$ cat src/rtl/regfile_dump_reader.sv
// Walks register addresses 0..NUM_REGS-1 and streams each word over a valid/ready port.
// Optional REGDUMP_CHECKSUM_EN appends an XOR checksum word after the last register.
module regfile_dump_reader #(
  parameter int DATA_WIDTH = 32,
  parameter int NUM_REGS   = 32,
  parameter int ADDR_WIDTH = 5
) (
  input  logic                  clk,
  input  logic                  clr,
  input  logic                  start,
  output logic                  busy,
  output logic                  done,
  output logic                  rd_en,
  output logic [ADDR_WIDTH-1:0] rd_addr,
  input  logic [DATA_WIDTH-1:0] rd_data,
  output logic                  out_valid,
  input  logic                  out_ready,
  output logic [DATA_WIDTH-1:0] out_data,
  output logic [ADDR_WIDTH-1:0] out_index,
  output logic                  out_last
);

  // state  | meaning
  // S_IDLE | waiting for start
  // S_READ | rd_en high, word captured at the closing edge
  // S_SEND | captured word offered on the output port
  // S_CSUM | checksum word offered (REGDUMP_CHECKSUM_EN only)
  // S_DONE | one-cycle completion pulse
  typedef enum logic [2:0] {
    S_IDLE,
    S_READ,
    S_SEND,
`ifdef REGDUMP_CHECKSUM_EN
    S_CSUM,
`endif
    S_DONE
  } state_t;

  localparam logic [ADDR_WIDTH-1:0] LAST_IDX = ADDR_WIDTH'(NUM_REGS - 1);

  state_t                  state, state_nx;
  logic [ADDR_WIDTH-1:0]   index;
  logic                    at_last;

`ifdef REGDUMP_CHECKSUM_EN
  logic [DATA_WIDTH-1:0]   acc;
`endif

  assign at_last = (index == LAST_IDX);

  always_ff @(posedge clk or posedge clr) begin
    if (clr) state <= S_IDLE;
    else     state <= state_nx;
  end

  always_comb begin
    state_nx  = state;
    busy      = 1'b1;
    done      = 1'b0;
    rd_en     = 1'b0;
    rd_addr   = '0;
    out_valid = 1'b0;
    out_last  = 1'b0;
    case (state)
      S_IDLE: begin
        busy = 1'b0;
        if (start) state_nx = S_READ;
      end
      S_READ: begin
        rd_en    = 1'b1;
        rd_addr  = index;
        state_nx = S_SEND;
      end
      S_SEND: begin
        out_valid = 1'b1;
`ifdef REGDUMP_CHECKSUM_EN
        if (out_ready) state_nx = at_last ? S_CSUM : S_READ;
`else
        out_last = at_last;
        if (out_ready) state_nx = at_last ? S_DONE : S_READ;
`endif
      end
`ifdef REGDUMP_CHECKSUM_EN
      S_CSUM: begin
        out_valid = 1'b1;
        out_last  = 1'b1;
        if (out_ready) state_nx = S_DONE;
      end
`endif
      S_DONE: begin
        done     = 1'b1;
        state_nx = S_IDLE;
      end
      default: state_nx = S_IDLE;
    endcase
  end

  // rd_data is only ever looked at in S_READ; the bus floats otherwise.
  always_ff @(posedge clk or posedge clr) begin
    if (clr) begin
      index     <= '0;
      out_data  <= '0;
      out_index <= '0;
`ifdef REGDUMP_CHECKSUM_EN
      acc       <= '0;
`endif
    end else begin
      case (state)
        S_IDLE: begin
          if (start) begin
            index <= '0;
`ifdef REGDUMP_CHECKSUM_EN
            acc   <= '0;
`endif
          end
        end
        S_READ: begin
          out_data  <= rd_data;
          out_index <= index;
`ifdef REGDUMP_CHECKSUM_EN
          acc       <= acc ^ rd_data;
`endif
        end
        S_SEND: begin
          if (out_ready) begin
            if (!at_last) index <= index + 1'b1;
`ifdef REGDUMP_CHECKSUM_EN
            else          out_data <= acc;
`endif
          end
        end
        default: ;
      endcase
    end
  end

endmodule

$ cat config.mk
export PLATFORM = sky130hd
export DESIGN_NAME = regfile_dump_reader
export DESIGN_NICKNAME = d
export VERILOG_FILES = /design/src/rtl/regfile_dump_reader.sv
export SDC_FILE = /design/constraint.sdc
export NUM_CORES = 1
export LEC_CHECK = 0
export BUFFER_PORTS_ARGS = -buffer_cell sky130_fd_sc_hd__buf_2
export CAP_MARGIN = 20
export CORE_ASPECT_RATIO = 1.2
export CORE_UTILIZATION = 47
export DETAILED_ROUTE_END_ITERATION = 8
export PLACE_DENSITY = 0.82
export SLEW_MARGIN = 30
export SYNTH_ARGS = -nofsm -noshare
export SYNTH_HDL_FRONTEND = slang
export SYNTH_SLANG_ARGS = --single-unit
$ cat constraint.sdc
create_clock -name clk -period 2.6 [get_ports clk]
set_clock_uncertainty 0.2 [all_clocks]
set_input_delay 0.13 -clock clk [delete_from_list [all_inputs] [get_ports clk]]
set_output_delay 0.13 -clock clk [all_outputs]
set_load 0.01 [all_outputs]
==> results of run 1 <==
-- tightest hold or removal path: cells and delay by family --
kind	cells	cell delay, ns
AOI/OAI and AO/OA	1	0.16
and+or+nand+nor	1	0.18
buffers and inverters	1	0.13
-- through the flow --
stage / cell area (µm²) / setup WS [ns] / util / hold WS, ns / power [mW]
6_report: 2870 / 0.3910 / 0.7225 / 0.1445 / 3.104
5_1_grt: 2870 / 0.2818 / 0.7225 / 0.1530 / 3.292
4_1_cts: 2870 / 0.4034 / 0.7225 / 0.1262 / 3.096
3_5_place_dp: 2412 / 0.4153 / 0.6072 / -0.02588 / 2.540
3_3_place_gp: 2411 / 0.4979 / 0.6069 / 0.08698 / 2.495
2_1_floorplan: 1964 / 0.5750 / - / 0.06470 / 2.123
-- sequential cells by signal (all words and copies together) (netlist names) --
name       flops
index          5
state          2
out_index      5
out_data      32
-- routing by layer --
metal,track usage,vias up,part of all wire
li1,-,673,-
met1,0.2509,705,0.41
met2,0.4176,61,0.52
met3,0.05674,5,0.058
met4,0.06061,0,0.0096
met5,0,-,0
-- power groups by stage --
stage | Sequential [mW] | Clock [mW] | Combinational [mW]
after CTS | 1.19 | 0.514 | 1.39
after detailed placement | 1.20 | 0 | 1.34
after global placement | 1.18 | 0 | 1.32
after global routing | 1.25 | 0.541 | 1.50
final | 1.21 | 0.500 | 1.40
after floorplan | 1.31 | 0 | 0.818
-- layout by cell type (no fill, tap or decap) --
cell type,n
nor3b_1,1
a22o_1,6
or4b_1,1
nand2_1,1
dlygate4sd3_1,35
o21bai_1,1
and3_1,1
mux2_2,6
nor2_1,2
nand3_1,2
o211ai_1,1
and2b_4,1
buf_12,1
a21o_2,1
and2b_2,1
nand2b_1,1
nand3b_1,1
mux2_4,30
or2_2,1
and2_1,5
ha_1,2
and2_2,2
bufinv_16,1
clkbuf_1,1
buf_2,82
dfrtp_1,44
clkbuf_8,5
clkinv_2,2
mux2_1,3
mux2i_1,1
buf_4,2
-- cell type report --
type,instances,share of cell area
Clock inverter,2,0.01221
Multi-Input combinational cell,71,0.2764
Clock buffer,6,0.02528
Tap cell,54,0.02354
Sequential cell,44,0.3836
Timing Repair Buffer,120,0.2772
Inverter,1,0.001744
-- worst min path at each step --
stage                               endpoint  cells after the start
CTS                     state[1]$_DFFE_PP0P_                      3
finish                  state[1]$_DFFE_PP0P_                      3
floorplan           out_data[17]$_DFFE_PP0P_                      1
global placement    out_data[12]$_DFFE_PP0P_                      2
global route            index[2]$_DFFE_PP0P_                      4
detailed placement  out_data[16]$_DFFE_PP0P_                      2
-- timing repair --
| action | in CTS | in global routing |
|---|---|---|
| hold endpoints to repair | 61 | 0 |
| hold buffers | 35 | 0 |
| setup endpoints to repair | 0 | 0 |
-- kinds of logic (layout without fill, tap and decap cells) --
family / Yosys count / count (layout)
flip-flops: 44 / 44
multiplexers: 40 / 40
AND/OR/NAND/NOR: 20 / 20
AO/OA/AOI/OAI: 9 / 9
buffers and inverters: 7 / 129
adder cells (fa/ha/maj): 2 / 2
==> out/results.ini, run 1 <==
[outcome]
outcome=complete, no violations

[floorplan]
rows=25
io_pins=83
fp.dieW_um=61.02
dieHeight_um=72.82
core_area_mm2=0.003973
start_util=0.4945
die-area_mm2=0.004443

[synthesis]
avgSynthCellArea_um2=16.10
synth_compound_area_frac=0.03885
synth.cell_area_mm2=0.001964
synth_area_leaders=dfrtp_1, mux2_4, buf_6
ys_top_cells_by_count=dfrtp_1, mux2_4, a22o_1, buf_6, mux2_2
ys_types=25
synth_edf_count=0
yosysWarningCount=0
ys_seq_area_frac=0.5605
synth_xor_area_frac=0
synth_top_family_by_area=multiplexers
synth_ff_type=dfrtp_1
synth.most_common_cell=dfrtp_1
synth-async-reset-ratio=1.000
syn_inst=122
syn_nets=160
synth_mux_area_frac=0.2860
yosysTopAreaCell=dfrtp_1
synth.top_cell.area_share=0.5605
synthSimpleGateAreaFrac=0.06561
ys_ff_latch=44
synth_adder_area_share=0.01274

[sta]
finalCritPeriodShare=0.8496
finalCriticalPeriod_ns=2.209
tightest_slew_ns=0.4862
slew_headroom=0.6755
rsz0062_at_grt=false
hold_violations=0
tns_ns=0
drv_slew=0
setup_viol=0
maxClockFrequency_mhz=452.7

[power_and_ir_drop]
power.net_switching_mw=1.014
peakVddDrop_mv=0.6771
internal_power_mw=2.090
pwr-share-clk=0.161
p_sw_frac=0.3268
power.density_mw_per_mm2=1081
leakagePower_nw=1.478
power_frac_seq=0.389
pwr-share-comb=0.450

[route]
drtIter0Drc=45
drt_wl_total_mm=4.778
postRouteAntennaNets=0
dr.pass1.iters=4
drc_errors=0
post_drt_wl_per_cell_um=16.03
vias=1444
viasPerCell=4.846

[run]
cap_violations=0

[place]
io_buffers=82
dp.cells=255
hpwl_mm=2.786
gp_congestion=0.6994

[setup_path]
worstSetupPathType=register to register
r2r_end=index[3]$_DFFE_PP0P_
cpPeakStageDelay_ns=0.53
cp-endpoint=index[3]$_DFFE_PP0P_
path_depth=6
reg2regPathDepth=6
cpMostUsedCell=ha_1
reg2reg_slack_ns=0.39
critPathCaptureType=register
crit_slowest_cell=or4b_1
cp.required_ns=2.63
critPathMaxFanout=6
critPathLaunchType=register
startpoint=index[0]$_DFFE_PP0P_
path_buf_inv=0
cp_top_family=simple AND/OR/NAND/NOR gates
cp_cell_sequence=ha_1 > and3_1 > ha_1 > nand2b_1 > or4b_1 > nand3_1
arrival_ns=2.24
worstReg2RegStart=index[0]$_DFFE_PP0P_

[final_layout]
nNetsFinal=281
fillCellCount=275
drive_above_1_share=0.5533
regArea_mm2=0.001101
antennaDiodeCount=0
instances_no_fill=298
area_delta_synth_final_pct=46.11
multi_input_area_um2=793.3

[global_route]
grt_usage=0.2259
grt_start_max_net_pins=30
antenna_found_initial=0
grt_pass1_vias=1538
overflow=0
grt_pass1_wl_mm=7.224

[cts]
cts_tree=done
htreeDepth=2
clock-root-buffer=clkbuf_8
cts_resized=0
clockBufferDepth=2
cts.clk_slew.worst_paths_ns=0.07
worstSkewPairLatency_ns=0.29
cts_buffers=5
postCtsSetupBuffers=0
cts.sinks=44

[min_path]
hold_class=input pin to register
min_from=out_ready

Note: power is estimated with default switching activity, not from simulation.
==> run 2: changes to the inputs <==
--- a/config.mk
+++ b/config.mk
@@ -8,9 +8,9 @@
 export BUFFER_PORTS_ARGS = -buffer_cell sky130_fd_sc_hd__buf_2
 export CAP_MARGIN = 20
 export CORE_ASPECT_RATIO = 1.2
-export CORE_UTILIZATION = 47
+export CORE_UTILIZATION = 43
 export DETAILED_ROUTE_END_ITERATION = 8
-export PLACE_DENSITY = 0.82
+export PLACE_DENSITY = 0.79
 export SLEW_MARGIN = 30
 export SYNTH_ARGS = -nofsm -noshare
 export SYNTH_HDL_FRONTEND = slang
==> constraint.sdc (replaced) <==
create_clock -name clk -period 1.81 [get_ports clk]
set_clock_uncertainty 0.2 [all_clocks]
set_input_delay 0.0905 -clock clk [delete_from_list [all_inputs] [get_ports clk]]
set_output_delay 0.0905 -clock clk [all_outputs]
set_load 0.01 [all_outputs]
==> run 2 against run 1 <==
  * The run now ends with negative setup slack left
  * Combinational power rose by 56%
  * Clock power increased by 22%
  * Flip-flop and latch count is the same
  * First-iteration DRC count rose by 38%
  * Global-route usage shrank 2.1 points
  * Register-to-register slack worse by 0.43 ns
  * Sequential power is 38% higher
  * Cell count is 4.0% higher
  * Utilization shrank 3.0 points
  * Total power rose by 44%
  * Clock-buffer cell count did not move
  * Die area is 9.0% higher
==> out/results.ini, run 2 (synthesized netlist as in run 1, its figures left out) <==
[sta]
tightest_slew_ns=0.3985  ; -0.08768 ns
rsz0062_at_grt=true
hold_violations=0  ; unchanged
setup_viol=8  ; +8
maxClockFrequency_mhz=540.0  ; +19%
slew_headroom=0.7338  ; +0.05829
finalCritPeriodShare=1.023  ; +0.1735
finalCriticalPeriod_ns=1.852  ; -0.3572 ns
setup_ws_ns=-0.04183  ; -0.4328 ns
drv_slew=0  ; unchanged

[global_route]
grt_start_max_net_pins=45  ; +50%
grt_usage=0.2047  ; -0.02121
grt_pass1_wl_mm=7.521  ; +4.1%
antenna_found_initial=0  ; unchanged
grt_pass1_vias=1515  ; -1.5%
overflow=0  ; unchanged

[floorplan]
fp.dieW_um=63.70  ; +4.4%
dieHeight_um=76.04  ; +4.4%
start_util=0.4540  ; -0.04047
core_area_mm2=0.004327  ; +8.9%
rows=26  ; +4.0%
io_pins=83  ; unchanged
die-area_mm2=0.004844  ; +9.0%

[route]
post_drt_wl_per_cell_um=14.95  ; -6.8%
dr.pass1.iters=4  ; unchanged
vias=1480  ; +2.5%
postRouteAntennaNets=0  ; unchanged
drtIter0Drc=62  ; +38%
viasPerCell=4.774  ; -1.5%
drc_errors=0  ; unchanged
drt_wl_total_mm=4.633  ; -3.0%

[final_layout]
largestRegisters=out_data: 32 flops, index: 5 flops, out_index: 5 flops
area_delta_synth_final_pct=52.48
nNetsFinal=291  ; +3.6%
largest_register_ffs=32  ; unchanged
final_common_cell=buf_2
top_register=out_data
drive_above_1_share=0.5906  ; +0.03727
fillCellCount=294  ; +6.9%
stdcell_area_mm2=0.002995  ; +4.4%
antennaDiodeCount=0  ; unchanged
mostFrequentLayoutCells=buf_2, dfrtp_1, dlygate4sd3_1

[setup_path]
arrival_ns=1.88  ; -0.36 ns
worstSetupPathType=register to register
cp.required_ns=1.84  ; -0.79 ns
critPathMaxFanout=5  ; -1
critPathCaptureType=register
critPathLaunchType=register

[power_and_ir_drop]
leakagePower_nw=1.529  ; +3.5%
power.density_mw_per_mm2=1488  ; +38%
peakVddDrop_mv=0.9081  ; +34%

[cts]
cts_tree=done
clockBufferDepth=2  ; unchanged
worstSkewPairLatency_ns=0.29  ; about the same
cts_buffers=5  ; unchanged
cts.clk_slew.worst_paths_ns=0.08  ; about the same
cts.sinks=44  ; unchanged
htreeDepth=2  ; unchanged
clock-root-buffer=clkbuf_8

[outcome]
outcome=complete, but fails checks
violations=negative setup slack

[run]
cap_violations=0  ; unchanged

[place]
placed_area_mm2=0.002519  ; +4.4%
gp_congestion=0.7085  ; +1.3%
hpwl_mm=2.612  ; -6.2%
io_buffers=82  ; unchanged
dp_slack_ns=-0.06274  ; -0.4781 ns

[min_path]
hold_class=input pin to register

[run 2: per-stage QoR]
step                std cells  hold slack [ns]    util  TNS [ns]  power (mW)
global placement          264         -0.05336  0.5821  -0.01562       3.698
floorplan                 122          0.02520       -  -0.07248       3.054
global route              310          0.05301  0.6923   -0.8162       4.736
finish                    310          0.03250  0.6923   -0.1426       4.458
CTS                       309          0.02071  0.6891   -0.1542       4.442
detailed placement        264         -0.05782  0.5821   -0.1478       3.742
[run 2: cell type report]
type / count / area, µm² / share of cell area
clock inverter: 2 / 10.01 / 0.003342
multi-input combinational: 71 / 825.8 / 0.2757
tap: 56 / 70.07 / 0.02339
timing repair buffer: 130 / 902.1 / 0.3012
sequential: 44 / 1101 / 0.3676
clock buffer: 6 / 82.58 / 0.02757
inverter: 1 / 3.754 / 0.001253
[run 2: worst paths after layout]
path                       depth (start not counted)                       end  slack (ns)                     start
setup / recovery                                   6      index[3]$_DFFE_PP0P_       -0.04      index[0]$_DFFE_PP0P_
hold / removal                                     4      index[3]$_DFFE_PP0P_        0.03                 out_ready
setup reg to reg                                   6      index[3]$_DFFE_PP0P_       -0.04      index[0]$_DFFE_PP0P_
hold reg to reg                                    1  out_data[17]$_DFFE_PP0P_        0.29  out_data[17]$_DFFE_PP0P_
max in group asynchronous                          4  out_data[21]$_DFFE_PP0P_        1.00                       clr
min in group asynchronous                          4  out_index[2]$_DFFE_PP0P_        0.21                       clr
[run 2: report_power, final]
| group | internal [mW] | switching (mW) |
|---|---|---|
| Clock | 0.304 | 0.304 |
| Combinational | 1.27 | 0.907 |
| Sequential | 1.43 | 0.243 |
[run 2: repair_timing]
item	4_1_cts	5_1_grt
gates resized for setup	1	1
hold buffers	35	0
gates cloned	0	0
endpoints found under the setup margin	11	11
hold endpoints to repair	77	0
pin swaps	3	0
buffers inserted	2	1
[run 2: per-layer routing]
layer  GRT usage  wire (µm)  up-vias
met3     0.04940        263        8
met1      0.2406       1954      716
met4     0.05455         59        0
met5           0          0        -
li1            -          -      689
met2      0.3660       2355       67
[run 2: worst max-delay path, cell delays in order, from the launching register on]
cell	delay, ns
dfrtp_1	0.39
ha_2	0.19
and3_4	0.15
ha_4	0.16
nand2b_4	0.15
or4b_1	0.45
nand3_1	0.09
